### src/rtl/parity_rx_pkg.sv
// Shared types and constants for the parity frame receiver.
// Holds the FSM state encoding and the parity-sense constants.
package parity_rx_pkg;

  typedef enum logic [1:0] {
    IDLE   = 2'd0,
    DATA   = 2'd1,
    PARITY = 2'd2
  } rx_state_t;

  localparam logic PAR_EVEN = 1'b0;
  localparam logic PAR_ODD  = 1'b1;

  // Parity check result: 1 when the accumulated data parity, the received
  // parity bit and the selected sense disagree.
  function automatic logic parity_check(input logic run_par, input logic par_bit,
                                        input logic sense);
    return run_par ^ par_bit ^ sense;
  endfunction

endpackage

### src/rtl/rx_word_reg.sv
// Indexed-write word register for the frame receiver.
// A load writes bit 0 and clears the rest; a plain write sets one bit by index.
module rx_word_reg
  import parity_rx_pkg::*;
#(
  parameter int DATA_BITS = 8,
  parameter int IDX_W     = $clog2(DATA_BITS + 1)
) (
  input  logic                 clk,
  input  logic                 reset,
  input  logic                 i_load,
  input  logic                 i_wr_en,
  input  logic [IDX_W-1:0]     i_wr_idx,
  input  logic                 i_wr_bit,
  output logic [DATA_BITS-1:0] o_word
);

  logic [DATA_BITS-1:0] r_word;
  logic [DATA_BITS-1:0] w_word_nxt;

  // Next-word computation: load starts a fresh word, write touches one bit.
  always_comb begin
    w_word_nxt = r_word;
    if (i_load) begin
      w_word_nxt    = {DATA_BITS{1'b0}};
      w_word_nxt[0] = i_wr_bit;
    end else if (i_wr_en) begin
      for (int i = 0; i < DATA_BITS; i++) begin
        if (i_wr_idx == IDX_W'(i)) begin
          w_word_nxt[i] = i_wr_bit;
        end else begin
          w_word_nxt[i] = r_word[i];
        end
      end
    end else begin
      w_word_nxt = r_word;
    end
  end

  // Word storage.
  always_ff @(posedge clk) begin
    if (reset) begin
      r_word <= {DATA_BITS{1'b0}};
    end else begin
      r_word <= w_word_nxt;
    end
  end

  assign o_word = r_word;

endmodule

### src/rtl/parity_frame_receiver.sv
// Serial frame receiver: assembles DATA_BITS data bits (LSB first) plus one
// parity bit into a checked word, with resync-abort on a mid-frame sync.
module parity_frame_receiver
  import parity_rx_pkg::*;
#(
  parameter int DATA_BITS = 8,
  parameter int ODD       = 0
) (
  input  logic                 clk,
  input  logic                 reset,
  input  logic                 x,
  input  logic                 x_valid,
  input  logic                 sync,
  output logic [DATA_BITS-1:0] data_out,
  output logic                 out_valid,
  output logic                 parity_err,
  output logic                 frame_abort,
  output logic                 busy
);

  localparam int IDX_W = $clog2(DATA_BITS + 1);
  localparam logic [IDX_W-1:0] LAST_IDX = IDX_W'(DATA_BITS - 1);

  rx_state_t            r_state;
  logic [IDX_W-1:0]     r_count;
  logic                 r_run_par;
  logic [DATA_BITS-1:0] r_data_out;
  logic                 r_out_valid;
  logic                 r_parity_err;
  logic                 r_frame_abort;
  logic                 r_busy;

  logic                 w_sense;
  logic                 w_load;
  logic                 w_wr_en;
  logic [DATA_BITS-1:0] w_word;

  assign w_sense = (ODD != 0) ? PAR_ODD : PAR_EVEN;
  assign w_load  = x_valid & sync;
  assign w_wr_en = x_valid & ~sync & (r_state == DATA);

  rx_word_reg #(
    .DATA_BITS (DATA_BITS),
    .IDX_W     (IDX_W)
  ) u_word (
    .clk      (clk),
    .reset    (reset),
    .i_load   (w_load),
    .i_wr_en  (w_wr_en),
    .i_wr_idx (r_count),
    .i_wr_bit (x),
    .o_word   (w_word)
  );

  // Frame FSM, bit counter, running parity and registered outputs.
  always_ff @(posedge clk) begin
    if (reset) begin
      r_state       <= IDLE;
      r_count       <= {IDX_W{1'b0}};
      r_run_par     <= 1'b0;
      r_data_out    <= {DATA_BITS{1'b0}};
      r_out_valid   <= 1'b0;
      r_parity_err  <= 1'b0;
      r_frame_abort <= 1'b0;
      r_busy        <= 1'b0;
    end else begin
      r_out_valid   <= 1'b0;
      r_frame_abort <= 1'b0;
      if (x_valid && sync) begin
        // A sync always restarts the frame; it aborts one only if one is open.
        r_frame_abort <= (r_state != IDLE);
        r_run_par     <= x;
        r_busy        <= 1'b1;
        if (DATA_BITS == 1) begin
          r_state <= PARITY;
          r_count <= {IDX_W{1'b0}};
        end else begin
          r_state <= DATA;
          r_count <= IDX_W'(1);
        end
      end else if (x_valid) begin
        case (r_state)
          IDLE: begin
            r_state <= IDLE;
          end
          DATA: begin
            r_run_par <= r_run_par ^ x;
            r_count   <= r_count + IDX_W'(1);
            if (r_count == LAST_IDX) begin
              r_state <= PARITY;
            end else begin
              r_state <= DATA;
            end
          end
          PARITY: begin
            r_parity_err <= parity_check(r_run_par, x, w_sense);
            r_data_out   <= w_word;
            r_out_valid  <= 1'b1;
            r_busy       <= 1'b0;
            r_count      <= {IDX_W{1'b0}};
            r_state      <= IDLE;
          end
          default: begin
            r_state <= IDLE;
            r_busy  <= 1'b0;
            r_count <= {IDX_W{1'b0}};
          end
        endcase
      end else begin
        r_state <= r_state;
      end
    end
  end

  assign data_out    = r_data_out;
  assign out_valid   = r_out_valid;
  assign parity_err  = r_parity_err;
  assign frame_abort = r_frame_abort;
  assign busy        = r_busy;

endmodule

### config.mk
export PLATFORM = sky130hd
export DESIGN_NAME = parity_frame_receiver
export DESIGN_NICKNAME = d
export VERILOG_FILES = /design/src/rtl/parity_rx_pkg.sv /design/src/rtl/rx_word_reg.sv /design/src/rtl/parity_frame_receiver.sv
export SDC_FILE = /design/constraint.sdc
export NUM_CORES = 1
export LEC_CHECK = 0
export BUFFER_PORTS_ARGS = -buffer_cell sky130_fd_sc_hd__buf_2
export CORE_ASPECT_RATIO = 0.9
export CORE_UTILIZATION = 45
export CTS_BUF_LIST = sky130_fd_sc_hd__clkbuf_4 sky130_fd_sc_hd__clkbuf_8
export DETAILED_ROUTE_END_ITERATION = 6
export GPL_ROUTABILITY_DRIVEN = 0
export GPL_TIMING_DRIVEN = 0
export PLACE_DENSITY = 0.65
export SYNTH_ARGS = -nofsm -noshare
export SYNTH_HDL_FRONTEND = slang
export SYNTH_HIERARCHICAL = 1
export SYNTH_SLANG_ARGS = --single-unit
### constraint.sdc
create_clock -name clk -period 2.8 [get_ports clk]
set_input_delay 0.56 -clock clk [delete_from_list [all_inputs] [get_ports clk]]
set_output_delay 0.56 -clock clk [all_outputs]
set_load 0.01 [all_outputs]
==> impl_metrics.csv <==
group,metric,value,unit
run_status,status,"complete, but fails checks",
run_status,violations,"design-rule violations",
yosys,syn_nets,144,
yosys,synth_warnings,6,
floorplan,die_h,51.4,µm
clock_tree,htreeDepth,1,
final_layout,layout-drive-gt1-share,18.4,%
place,dp_cells,182,
run,max_cap_violations,0,
clock_tree,clk_path_buf_depth,2,
critical_path,cp_max_fo,10,
detailed_routing,first_pass_iters,6,
detailed_routing,wirelength,2450,µm
floorplan,row_count,17,
floorplan,start_util,48.6,%
sta,finalSetupViolations,0,
power,power,0.626,mW
place,port_buffers,16,
detailed_routing,drc,4,
grt,antenna_found_initial,0,
yosys,postSynthAreaPerCell,8.84,µm²
detailed_routing,ant_nets,0,
critical_path,r2r_start,"r_state[1]",
yosys,synth.distinct_cells,35,
sta,setup_tns,0,ns
grt,grt_pass1_vias,905,
place,dp_hpwl,1750,µm
grt,grt_use_met1,23.4,%
clock_tree,root_buffer,"clkbuf_4",
clock_tree,clk_latency,0.32,ns
grt,overflow,0,
final_layout,syn_to_final_growth,11.9,%
floorplan,core_area,0.00251,mm²
sta,timing.hold.ws,0.460,ns
final_layout,finalCoreUtilization,54.4,%
floorplan,dieArea,0.00292,mm²
critical_path,crit_family,"simple AND/OR/NAND/NOR gates",
critical_path,worstPathRequired,3.06,ns
sta,slew_headroom,70.5,%
grt,grtUsageTotal,18.1,%
critical_path,cp-start-kind,"register",
floorplan,die_w,56.9,µm
clock_tree,ctsHoldBuffers,0,
min_path,min_path_type,"register to register",
critical_path,worstSetupPathType,"register to register",
detailed_routing,via_per_inst,5.64,
clock_tree,post-cts-setup-buffers,0,
yosys,synthCells,138,
sta,hold_viol,0,
grt,top_usage_layer,"met2",
critical_path,startpoint,"r_state[1]",
final_layout,instances_no_fill,186,
critical_path,end_kind,"register",
sta,clock.fmax,0.547,GHz
min_path,hold_path.startpoint,"data_out[1]",
detailed_routing,num_vias,1049,
sta,post-route-period-util,65.3,%
detailed_routing,drt-wirelength-per-cell,13.2,µm
critical_path,cp_cell_sequence,"buf_2, nor2b_1, and3_1, nor2b_1, and4bb_2, mux2i_1",
yosys,ys_seq_elements,27,
critical_path,max_stage_delay,0.37,ns
clock_tree,cts.sinks,27,
yosys,syn_area,0.00122,mm²
critical_path,path_buf_inv,1,
grt,grtUsageMet3,4.81,%
power,p_leak,0.547,nW
clock_tree,numCtsBuffers,3,
clock_tree,ctsResizeCount,0,
final_layout,nets,165,
floorplan,boundaryPins,17,
critical_path,crit_arrival,2.09,ns
final_layout,diodes,0,
detailed_routing,drt_iter0_drc,31,
critical_path,path_common_cell,"nor2b_1",
grt,grt_pass1_wl,4040,µm
sta,tightest_slew,0.443,ns
critical_path,crit_slowest_cell,"dfxtp_1",
clock_tree,cts_tree,"built",
final_layout,n_fill_cell,231,
power,power.density,459,mW/mm²
yosys,ys_seq_area_share,44.3,%
grt,grtUsageMet2,29.4,%
grt,grt_max_degree,15,
sta,skew,0.00447,ns
sta,min_period,1.83,ns
sta,slew_violations,0,
power,peakVddDrop,0.316,mV
sta,rsz0062_at_grt,"no",
clock_tree,clk_pin_slew,0.14,ns
## through the flow
stage          instance area [µm²]  worst slack, ns
2_1_floorplan                 1220             1.09
3_3_place_gp                  1340            0.710
3_5_place_dp                  1340            0.677
4_1_cts                       1370             1.01
5_1_grt                       1370            0.868
6_report                      1370            0.972
## registers in the layout, summed over array words and instances, names as in the netlist
name           flops
u_word/o_word      8
r_run_par          1
frame_abort        1
r_state            2
r_count            4
out_valid          1
busy               1
data_out           8
parity_err         1
## layer usage
| metal | routed length, µm | share of wire, % |
|---|---|---|
| met1 | 1250 | 51 |
| met2 | 1090 | 45 |
| met3 | 83 | 3.4 |
| met4 | 17 | 0.70 |
| met5 | 0 | 0 |
## power by group
group	switching (mW)	internal, mW	leakage, nW
registers	0.00618	0.390	0.218
clock network	0.116	0.0655	0.0184
logic	0.0296	0.0193	0.310
## cell families after synthesis
logic type / synth area share [%]
simple gates: 33.4
flops: 44.3
compound gates: 11.0
buf+inv: 3.79
mux: 5.74
xor+xnor: 0.718
fa+ha+maj: 1.03
## final cells by class
| type | instances | area [µm²] | area share, % |
|---|---|---|---|
| Buffer | 8 | 42.5 | 3.12 |
| Clock buffer | 4 | 30.0 | 2.20 |
| Inverter | 1 | 3.75 | 0.275 |
| Multi-Input combinational cell | 102 | 633 | 46.4 |
| Sequential cell | 27 | 541 | 39.6 |
| Tap cell | 28 | 35.0 | 2.57 |
| Timing Repair Buffer | 16 | 80.1 | 5.87 |
## final timing paths
check | endpoint | slack (ns) | depth (start not counted)
worst max-delay path | u_word/o_word[4] | 0.97 | 6
worst min-delay path | data_out[1] | 0.46 | 2
worst max register to register | u_word/o_word[4] | 0.97 | 6
worst min register to register | data_out[1] | 0.46 | 2
## cell usage after synthesis (all sizes together)
master / instances / area, µm²
and3: 1 / 6.26
clkbuf: 5 / 18.8
a31oi: 3 / 18.8
and4bb: 3 / 37.5
or4b: 2 / 20.0
o21ai: 2 / 10.0
and3b: 1 / 8.76
nand3b: 1 / 7.51
a211oi: 1 / 7.51
mux2i: 7 / 70.1
a32oi: 1 / 8.76
o211ai: 1 / 7.51
xnor2: 1 / 8.76
a311oi: 1 / 8.76
dfxtp: 27 / 541
nor2b: 3 / 18.8
nand4bb: 2 / 22.5
nor4b: 1 / 15.0
buf: 3 / 23.8
a21oi: 13 / 65.1
inv: 1 / 3.75
nor3b: 3 / 22.5
nor3: 1 / 5.00
nand4b: 4 / 35.0
a21o: 1 / 7.51
nand2b: 5 / 31.3
nand2: 31 / 119
nand3: 3 / 15.0
nor2: 6 / 25.0
nand4: 3 / 18.8
ha: 1 / 12.5
## worst reg2reg max path: cells and delay by family, from the launching register on
family	cells	cell delay (ns)
buf+inv	1	0.19
simple gates	4	1.03
mux	1	0.17
flops	1	0.37
## placed cells by master, fill, tap and decap left out, types with 2 or more instances in the layout
cell type | Yosys | layout
nor2b_1 | 3 | 3
o21ai_0 | 2 | 2
clkbuf_1 | 5 | 5
and4bb_2 | 3 | 3
nor2_1 | 5 | 5
buf_2 | 1 | 17
mux2i_1 | 7 | 7
nor3b_1 | 3 | 3
nand3_1 | 3 | 3
nand4bb_1 | 2 | 2
clkbuf_4 | 0 | 4
a21oi_1 | 13 | 13
nand2_1 | 30 | 30
dfxtp_1 | 27 | 27
a31oi_1 | 3 | 3
or4b_1 | 2 | 2
nand4_1 | 3 | 3
nand2b_1 | 5 | 5
nand4b_1 | 4 | 4
Power figures use the tool's default switching activity.
